**config.mk**
```make
export PLATFORM = sky130hd
export DESIGN_NAME = sr_cmd_sequencer
export DESIGN_NICKNAME = d
export VERILOG_FILES = /design/src/rtl/sr_seq_pkg.sv /design/src/rtl/sr_cmd_fifo.sv /design/src/rtl/sr_cmd_sequencer.sv
export SDC_FILE = /design/constraint.sdc
export NUM_CORES = 1
export LEC_CHECK = 0
export ABC_AREA = 1
export BUFFER_PORTS_ARGS = -buffer_cell sky130_fd_sc_hd__buf_2
export CAP_MARGIN = 40
export CORE_UTILIZATION = 45
export CTS_BUF_LIST = sky130_fd_sc_hd__clkbuf_4 sky130_fd_sc_hd__clkbuf_8
export DETAILED_ROUTE_END_ITERATION = 8
export GPL_ROUTABILITY_DRIVEN = 0
export PLACE_DENSITY = 0.74
export SYNTH_ARGS = -nofsm -noshare
export SYNTH_HDL_FRONTEND = slang
export SYNTH_SLANG_ARGS = --single-unit
```
**constraint.sdc**
```tcl
create_clock -name clk -period 1.8 [get_ports clk]
set_input_delay 0.09 -clock clk [delete_from_list [all_inputs] [get_ports clk]]
set_output_delay 0.09 -clock clk [all_outputs]
set_load 0.005 [all_outputs]
```
**src/rtl/sr_seq_pkg.sv**
```systemverilog
// rtl/sr_seq_pkg.sv - op/state encodings and S/R load helper for the SR command sequencer
// Contents: OP_W, OP_* op codes, ST_* FSM states, op_load() returning {s, r, exp}.
package sr_seq_pkg;

  localparam int OP_W = 2;

  localparam logic [OP_W-1:0] OP_RESYNC = 2'b00;
  localparam logic [OP_W-1:0] OP_SET    = 2'b01;
  localparam logic [OP_W-1:0] OP_RESET  = 2'b10;
  localparam logic [OP_W-1:0] OP_TOGGLE = 2'b11;

  localparam logic [1:0] ST_IDLE  = 2'd0;
  localparam logic [1:0] ST_DRIVE = 2'd1;
  localparam logic [1:0] ST_CHECK = 2'd2;

  // Drive pattern for an op given the currently expected Q.
  // Toggle drives S=~q, R=q, so S and R can never both be 1.
  function automatic logic [2:0] op_load(input logic [OP_W-1:0] op, input logic q_exp);
    logic [2:0] res;
    case (op)
      OP_SET:    res = 3'b101;
      OP_RESET:  res = 3'b010;
      OP_TOGGLE: res = {~q_exp, q_exp, ~q_exp};
      default:   res = {2'b00, q_exp};
    endcase
    return res;
  endfunction

endpackage

```
**src/rtl/sr_cmd_fifo.sv**
```systemverilog
// rtl/sr_cmd_fifo.sv - DEPTH x OP_W command FIFO with pointer-plus-wrap-bit full/empty
// Ports: clk, rst_n (async active-low), wr_en/wr_data push, rd_en pop,
//        rd_data head entry, full, empty (both from registered pointers only).
module sr_cmd_fifo
  import sr_seq_pkg::*;
#(
  parameter int DEPTH = 4
) (
  input  logic            clk,
  input  logic            rst_n,
  input  logic            wr_en,
  input  logic [OP_W-1:0] wr_data,
  input  logic            rd_en,
  output logic [OP_W-1:0] rd_data,
  output logic            full,
  output logic            empty
);

  localparam int AW = $clog2(DEPTH);

  logic [AW:0]     wr_ptr;
  logic [AW:0]     rd_ptr;
  logic [OP_W-1:0] mem [DEPTH];
  logic            push;
  logic            pop;

  // full gates the push even when a pop happens in the same cycle.
  assign push  = wr_en && !full;
  assign pop   = rd_en && !empty;
  assign empty = (wr_ptr == rd_ptr);
  assign full  = (wr_ptr[AW] != rd_ptr[AW]) && (wr_ptr[AW-1:0] == rd_ptr[AW-1:0]);

  assign rd_data = mem[rd_ptr[AW-1:0]];

  always_ff @(posedge clk or negedge rst_n) begin
    if (!rst_n) begin
      wr_ptr <= '0;
      rd_ptr <= '0;
    end else begin
      if (push) wr_ptr <= wr_ptr + {{AW{1'b0}}, 1'b1};
      if (pop)  rd_ptr <= rd_ptr + {{AW{1'b0}}, 1'b1};
    end
  end

  always_ff @(posedge clk) begin
    if (push) mem[wr_ptr[AW-1:0]] <= wr_data;
  end

endmodule

```
**src/rtl/sr_cmd_sequencer.sv**
```systemverilog
// rtl/sr_cmd_sequencer.sv - command front-end driving legal S/R pulses into an SR flip-flop
// Ports: clk, rst_n (async active-low); cmd_valid/cmd_ready/cmd_op command handshake;
//        S/R registered flip-flop drives; Q flip-flop feedback; busy; mismatch (sticky);
//        cmd_count completed commands (wraps).
module sr_cmd_sequencer
  import sr_seq_pkg::*;
#(
  parameter int DEPTH       = 4,
  parameter int HOLD_CYCLES = 1
) (
  input  logic            clk,
  input  logic            rst_n,
  input  logic            cmd_valid,
  output logic            cmd_ready,
  input  logic [OP_W-1:0] cmd_op,
  output logic            S,
  output logic            R,
  input  logic            Q,
  output logic            busy,
  output logic            mismatch,
  output logic [7:0]      cmd_count
);

  localparam logic [3:0] HOLD_LOAD = 4'(HOLD_CYCLES - 1);

  logic            fifo_full;
  logic            fifo_empty;
  logic [OP_W-1:0] head_op;
  logic            pop;
  logic [1:0]      state;
  logic [3:0]      hold_cnt;
  logic [OP_W-1:0] cur_op;
  logic            exp_val;
  logic            q_exp;
  logic [2:0]      load;

  sr_cmd_fifo #(.DEPTH(DEPTH)) u_fifo (
    .clk     (clk),
    .rst_n   (rst_n),
    .wr_en   (cmd_valid),
    .wr_data (cmd_op),
    .rd_en   (pop),
    .rd_data (head_op),
    .full    (fifo_full),
    .empty   (fifo_empty)
  );

  assign cmd_ready = !fifo_full;
  assign pop       = (state == ST_IDLE) && !fifo_empty;
  assign busy      = (state != ST_IDLE) || !fifo_empty;
  assign load      = op_load(head_op, q_exp);

  always_ff @(posedge clk or negedge rst_n) begin
    if (!rst_n) begin
      state     <= ST_IDLE;
      hold_cnt  <= '0;
      cur_op    <= OP_RESYNC;
      exp_val   <= 1'b0;
      q_exp     <= 1'b0;
      mismatch  <= 1'b0;
      cmd_count <= '0;
      S         <= 1'b0;
      R         <= 1'b0;
    end else begin
      case (state)
        ST_IDLE: begin
          if (!fifo_empty) begin
            cur_op   <= head_op;
            S        <= load[2];
            R        <= load[1];
            exp_val  <= load[0];
            hold_cnt <= HOLD_LOAD;
            state    <= ST_DRIVE;
          end
        end
        ST_DRIVE: begin
          if (hold_cnt == 4'd0) begin
            S     <= 1'b0;
            R     <= 1'b0;
            state <= ST_CHECK;
          end else begin
            hold_cnt <= hold_cnt - 4'd1;
          end
        end
        ST_CHECK: begin
          // Resync adopts whatever the flip-flop holds; it never flags.
          if (cur_op == OP_RESYNC) begin
            q_exp <= Q;
          end else begin
            if (Q != exp_val) mismatch <= 1'b1;
            q_exp <= exp_val;
          end
          cmd_count <= cmd_count + 8'd1;
          state     <= ST_IDLE;
        end
        default: begin
          S     <= 1'b0;
          R     <= 1'b0;
          state <= ST_IDLE;
        end
      endcase
    end
  end

endmodule

```
* Word-level counts from Yosys, hierarchy flattened *
Memory sizes are Yosys's and may differ from the RTL's.
Cells that the tools add are included.

cells by class
  add/subtract/negate cells = 4
  eq/ne operators = 12
  multiplexer cells = 15
  bitwise logic cells = 4
  reduce and logical (&&, ||, !) cells = 17

operators by type and width
  cell                                                 count
  case mux 3 bit (3 select lines)                      1
  AND reduction 3 bit                                  3
  adder 8 x 1 -> 8 bit, second input constant          1
  two-way mux 4 bit                                    2
  case mux 4 bit (2 select lines)                      1
  adder 3 x 1 -> 3 bit, second input constant          2
  equality test 2 bit, second input constant           3
  two-way mux 1 bit                                    6
  != test 2 bit, second input constant                 3
  case mux 1 bit (3 select lines)                      2
  equality test 2 x 1 -> 1 bit, second input constant  2
  logical AND 1 bit                                    4
  zero test 2 bit                                      2
  zero test 4 bit                                      1
  two-way mux 2 bit                                    2
  inverter 1 bit                                       4
  case mux 2 bit (2 select lines)                      1
  AND reduction 2 bit                                  2
  nonzero test 2 bit                                   2
  subtractor 4 x 1 -> 4 bit, second input constant     1
  equality test 3 bit                                  1
  equality test 2 bit                                  1
  zero test 1 bit                                      2
  != test 1 bit                                        2
  logical OR 1 bit                                     1

word-level totals
  register bits after elaboration = 27
  RAM bits = 8
  memories = 1

memory list
  name        depth  width  rd ports  clocked after Yosys merged registers in  wr ports  RTL line           RTL
  u_fifo.mem  4      2      1         0                                        1         sr_cmd_fifo.sv:23  logic [OP_W-1:0] mem [DEPTH];

* Longest topological paths before layout *
  depth in word-level cells = 6
  depth in mapped cells = 9
  mapped depth without buffers = 9

* Hierarchy *
A second synthesis with hierarchy kept.

second synthesis, totals
  cell total of the unflattened synthesis = 199
  area total of the unflattened synthesis = 1780.5 um^2

modules (own cells, without submodules)
  module            times used  cells each  area an instance (um^2)
  sr_cmd_sequencer  1           119         1026.0
  sr_cmd_fifo       1           80          754.5

* Least setup slack after synthesis *
Ideal clock, no wire load.

  kind = reg2reg
  start point = reg u_fifo.rd_ptr[0]
  end point = mem u_fifo.mem[0][0] (enable)
  data arrival time = 1.100 ns
  path slack = 0.453 ns
  stages on the path, launching flop included = 5
  buffers on the path = 0
  cell sequence = dfrtp_1 > xnor2_1 > nand4_1 > nand2_2 > nor2_1

on the way
  longest elaborated chain between the ends = 6

RTL lines
  element                                  RTL line                RTL
  start, declared                          sr_cmd_fifo.sv:22       logic [AW:0] rd_ptr;
  start signal, assigned                   sr_cmd_fifo.sv:41       if (pop) rd_ptr <= rd_ptr + {{AW{1'b0}}, 1'b1};
  equality test 2 bit                      sr_cmd_fifo.sv:31       assign full = (wr_ptr[AW] != rd_ptr[AW]) && (wr_ptr[AW-1:0] == rd_ptr[AW-1:0]);
  logical AND 1 bit                        sr_cmd_fifo.sv:31
  zero test 1 bit                          --
  via cmd_ready                            sr_cmd_sequencer.sv:14  output logic cmd_ready,
  logical AND 1 bit                        sr_cmd_fifo.sv:28       assign push = wr_en && !full;
  two-way mux 1 bit                        sr_cmd_fifo.sv:46       if (push) mem[wr_ptr[AW-1:0]] <= wr_data;
  two-way mux 1 bit (implied by the code)  sr_cmd_fifo.sv:46
  end, declared                            sr_cmd_fifo.sv:23

The timed path passes the listed nets, and every way through them passes these cells.

* Worst setup path after layout *
  start point = reg u_fifo.rd_ptr[1]
  end point = mem u_fifo.mem[2][0] (enable)

on the way
  longest elaborated chain between the ends = 6

RTL lines
  element                                  RTL line
  equality test 2 bit                      sr_cmd_fifo.sv:31
  logical AND 1 bit                        sr_cmd_fifo.sv:31
  zero test 1 bit                          sr_cmd_fifo.sv:28
  logical AND 1 bit                        sr_cmd_fifo.sv:28
  two-way mux 1 bit                        sr_cmd_fifo.sv:46
  two-way mux 1 bit (implied by the code)  sr_cmd_fifo.sv:46

No other way between the ends.

==> results.py <==
metrics = {
    "status": {
        "outcome": "complete, no violations",
    },
    "finish": {
        "layoutNonFillerInstCount": 262,
        "syn_to_final_growth_pct": 15.9,
        "fill_cells": 315,
        "regArea_um2": 916,
        "multi_input_area_um2": 639,
        "stdcell_area_um2": 1950,
        "n_antenna_cell": 0,
        "drive_gt1_share_pct": 14.4,
        "fin_nets": 228,
    },
    "setup_path": {
        "crit_path_top_delay_cell": "dfrtp_1",
        "path_cells": "inv_1 > nand2_1 > nand2_1 > nand4_1 > nand2_2 > nor2_1",
        "crit_path_frequent_cell": "nand2_1",
        "startpoint_type": "flip-flop",
        "path_max_fanout": 8,
        "max_stage_delay_ps": 440,
        "worstPathRequired_ps": 1780,
        "path_class": "reg -> reg",
        "crit_arrival_ps": 1530,
        "end_kind": "flip-flop",
    },
    "synthesis": {
        "synthAdderAreaFrac_pct": 5.22,
        "yosysTopAreaCell": "dfrtp_1",
        "syn_nets": 202,
        "ys_ff_latch": 35,
        "netlist_area_um2": 1680,
        "ys_seq_area_share_pct": 54.5,
        "synth_area_per_cell_um2": 8.88,
        "synth_area_leaders": "dfrtp_1, edfxtp_1, nand2_1",
        "ys_types": 20,
        "yosys_warnings": 0,
        "synth_top_area_share_pct": 40.2,
        "synth_top_family_by_area": "simple AND/OR/NAND/NOR gates",
        "syn_inst": 189,
        "synth_xor_xnor_area_share_pct": 5.74,
        "synth_mux_area_share_pct": 0,
        "synth-simple-area-share_pct": 23.8,
        "synth-compound-area-share_pct": 3.35,
    },
    "clocking": {
        "clkLatencyLatePin_ps": 290,
        "cts_tree": "yes",
        "cts_resized": 0,
        "clock_sinks": 35,
        "clockBufferDepth": 2,
        "cts_root_buf": "clkbuf_8",
        "htree_levels": 2,
        "numCtsBuffers": 5,
        "path_clk_slew_ps": 70,
    },
    "sta": {
        "setup_viol": 0,
        "slew_headroom_pct": 60.1,
        "finClkSkew_ps": 5.94,
        "finalSetupTns_ps": 0,
        "clock.fmax_mhz": 644,
        "max_slew.worst_pin.slew_ps": 599,
        "finalMaxSlewViolations": 0,
        "fin_crit_sh_pct": 86.2,
        "rsz0062_at_grt": "false",
        "hold_viol_final": 0,
        "layout_min_cycle_time_ps": 1550,
    },
    "drt": {
        "via_count": 1227,
        "drtIter0Drc": 58,
        "totalWireLength_um": 2920,
        "dr.pass1.iters": 4,
        "viasPerCell": 4.68,
        "ant_nets": 0,
        "drc": 0,
        "wl_per_cell_um": 11.2,
    },
    "grt": {
        "grt_pass1_vias": 1214,
        "busiest_layer": "met2",
        "grt-ovfl-total": 0,
        "met1_usage_pct": 23.9,
        "grt_usage_pct": 18.2,
        "grt_pass1_wl_um": 5400,
        "grt_use_met3_pct": 5.98,
        "met2_usage_pct": 26.9,
        "grt_max_degree": 28,
        "antenna_found_initial": 0,
    },
    "worst_hold_path": {
        "hold_class": "in -> reg",
    },
    "place": {
        "hpwlAfterDp_um": 2120,
        "dpl.cell_count": 253,
        "portBuffers": 18,
        "dpl_cell_area_um2": 1820,
    },
    "die": {
        "core_area_um2": 3440,
        "die_area_um2": 3980,
        "io_pins": 19,
        "fp.dieH_um": 63.1,
        "start_util_pct": 48.8,
        "die_w_um": 63.1,
        "num_rows": 21,
    },
    "power": {
        "ir_drop_uv": 688,
        "p_per_area_nw_per_um2": 1740,
        "p_leak_nw": 0.991,
    },
    "job": {
        "cap_violations": 0,
    },
}
-- synth_stat cells (all sizes together) --
library cell  count
nand2            54
inv              30
dfrtp            27
nand3            18
nor2             18
edfxtp            8
o21ai             8
xor2              8
ha                7
xnor2             3
nand4             2
a41o              1
buf               1
nand3b            1
nor3              1
o22ai             1
or2               1
-- metal layers --
| layer | vias to the layer above | wire length (um) |
|---|---|---|
| li1 | 650 | - |
| met1 | 555 | 1440 |
| met2 | 16 | 1320 |
| met3 | 6 | 99 |
| met4 | 0 | 62 |
| met5 | - | 0 |
-- repair_timing --
item / CTS / global route
buffers inserted: 0 / 0
hold buffers: 1 / 0
endpoints found under the hold margin: 27 / 0
-- layout by cell type, fill, tap and decap left out, drive strengths merged --
master	instances
xor2	8
ha	7
edfxtp	8
a41o	1
nand3b	1
nor3	1
o21ai	8
inv	30
clkinv	2
nand4	2
dfrtp	27
dlygate4sd3	1
bufinv	1
buf	19
nand3	18
or2	1
nand2	54
clkbuf	5
o22ai	1
xnor2	3
nor2	18
-- area by class of cell --
cell class	count	area share [%]
tap	46	2.96
timing repair buffer	20	5.53
clock buffer	5	3.54
multi-input combinational	123	32.9
clock inverter	3	2.25
sequential	35	47.1
inverter	30	5.79
-- cell families after synthesis --
kind of cell,after synthesis
xor gates and xnor gates,11
DFF,35
adders and majority gates,7
and+or+nand+nor,95
buffers and inverters,31
AOI/OAI and AO/OA,10
-- metrics by stage --
| stage | hold WS [ps] | power (W) | setup slack (ps) | utilization (%) |
|---|---|---|---|---|
| floorplan | -206 | 0.00237 | 453 | - |
| global placement | 141 | 0.00266 | 326 | 53.0 |
| detailed placement | 133 | 0.00271 | 276 | 53.0 |
| CTS | 24.9 | 0.00342 | 236 | 56.5 |
| global route | 21.5 | 0.00375 | 104 | 56.5 |
| finish | 30.2 | 0.00339 | 248 | 56.5 |
-- worst max-delay path, delay by kind of cell (launching register included) --
kind	cells	cell delay, ps
simple gates	5	660
flops	1	440
buf+inv	1	130
-- report_power, final --
group          total (W)  leakage (nW)  switching, W  internal, W
Clock           0.000694        0.0581      0.000282     0.000412
Sequential       0.00132         0.416      0.000218      0.00110
Combinational    0.00138         0.517      0.000870     0.000509
-- path summary, 6_finish.rpt --
check,from,to,slack [ps],depth (start not counted)
worst max-delay path,u_fifo.rd_ptr[1],u_fifo.mem[2][0],250,6
worst min-delay path,cmd_op[1],u_fifo.mem[3][1],30,1
worst max register to register,u_fifo.rd_ptr[1],u_fifo.mem[2][0],250,6
worst min register to register,R,R,480,2
max in group asynchronous,rst_n,exp_val,1060,2
min in group asynchronous,rst_n,u_fifo.wr_ptr[1],340,2
-- state kept, by name (all words and copies together), names as in the netlist --
name and cells:
cur_op 2, cmd_count 8, mismatch 1, q_exp 1
u_fifo.wr_ptr 3, u_fifo.mem 8, hold_cnt 4, S 1
R 1, exp_val 1, state 2, u_fifo.rd_ptr 3
(Power assumes the default switching activity.)
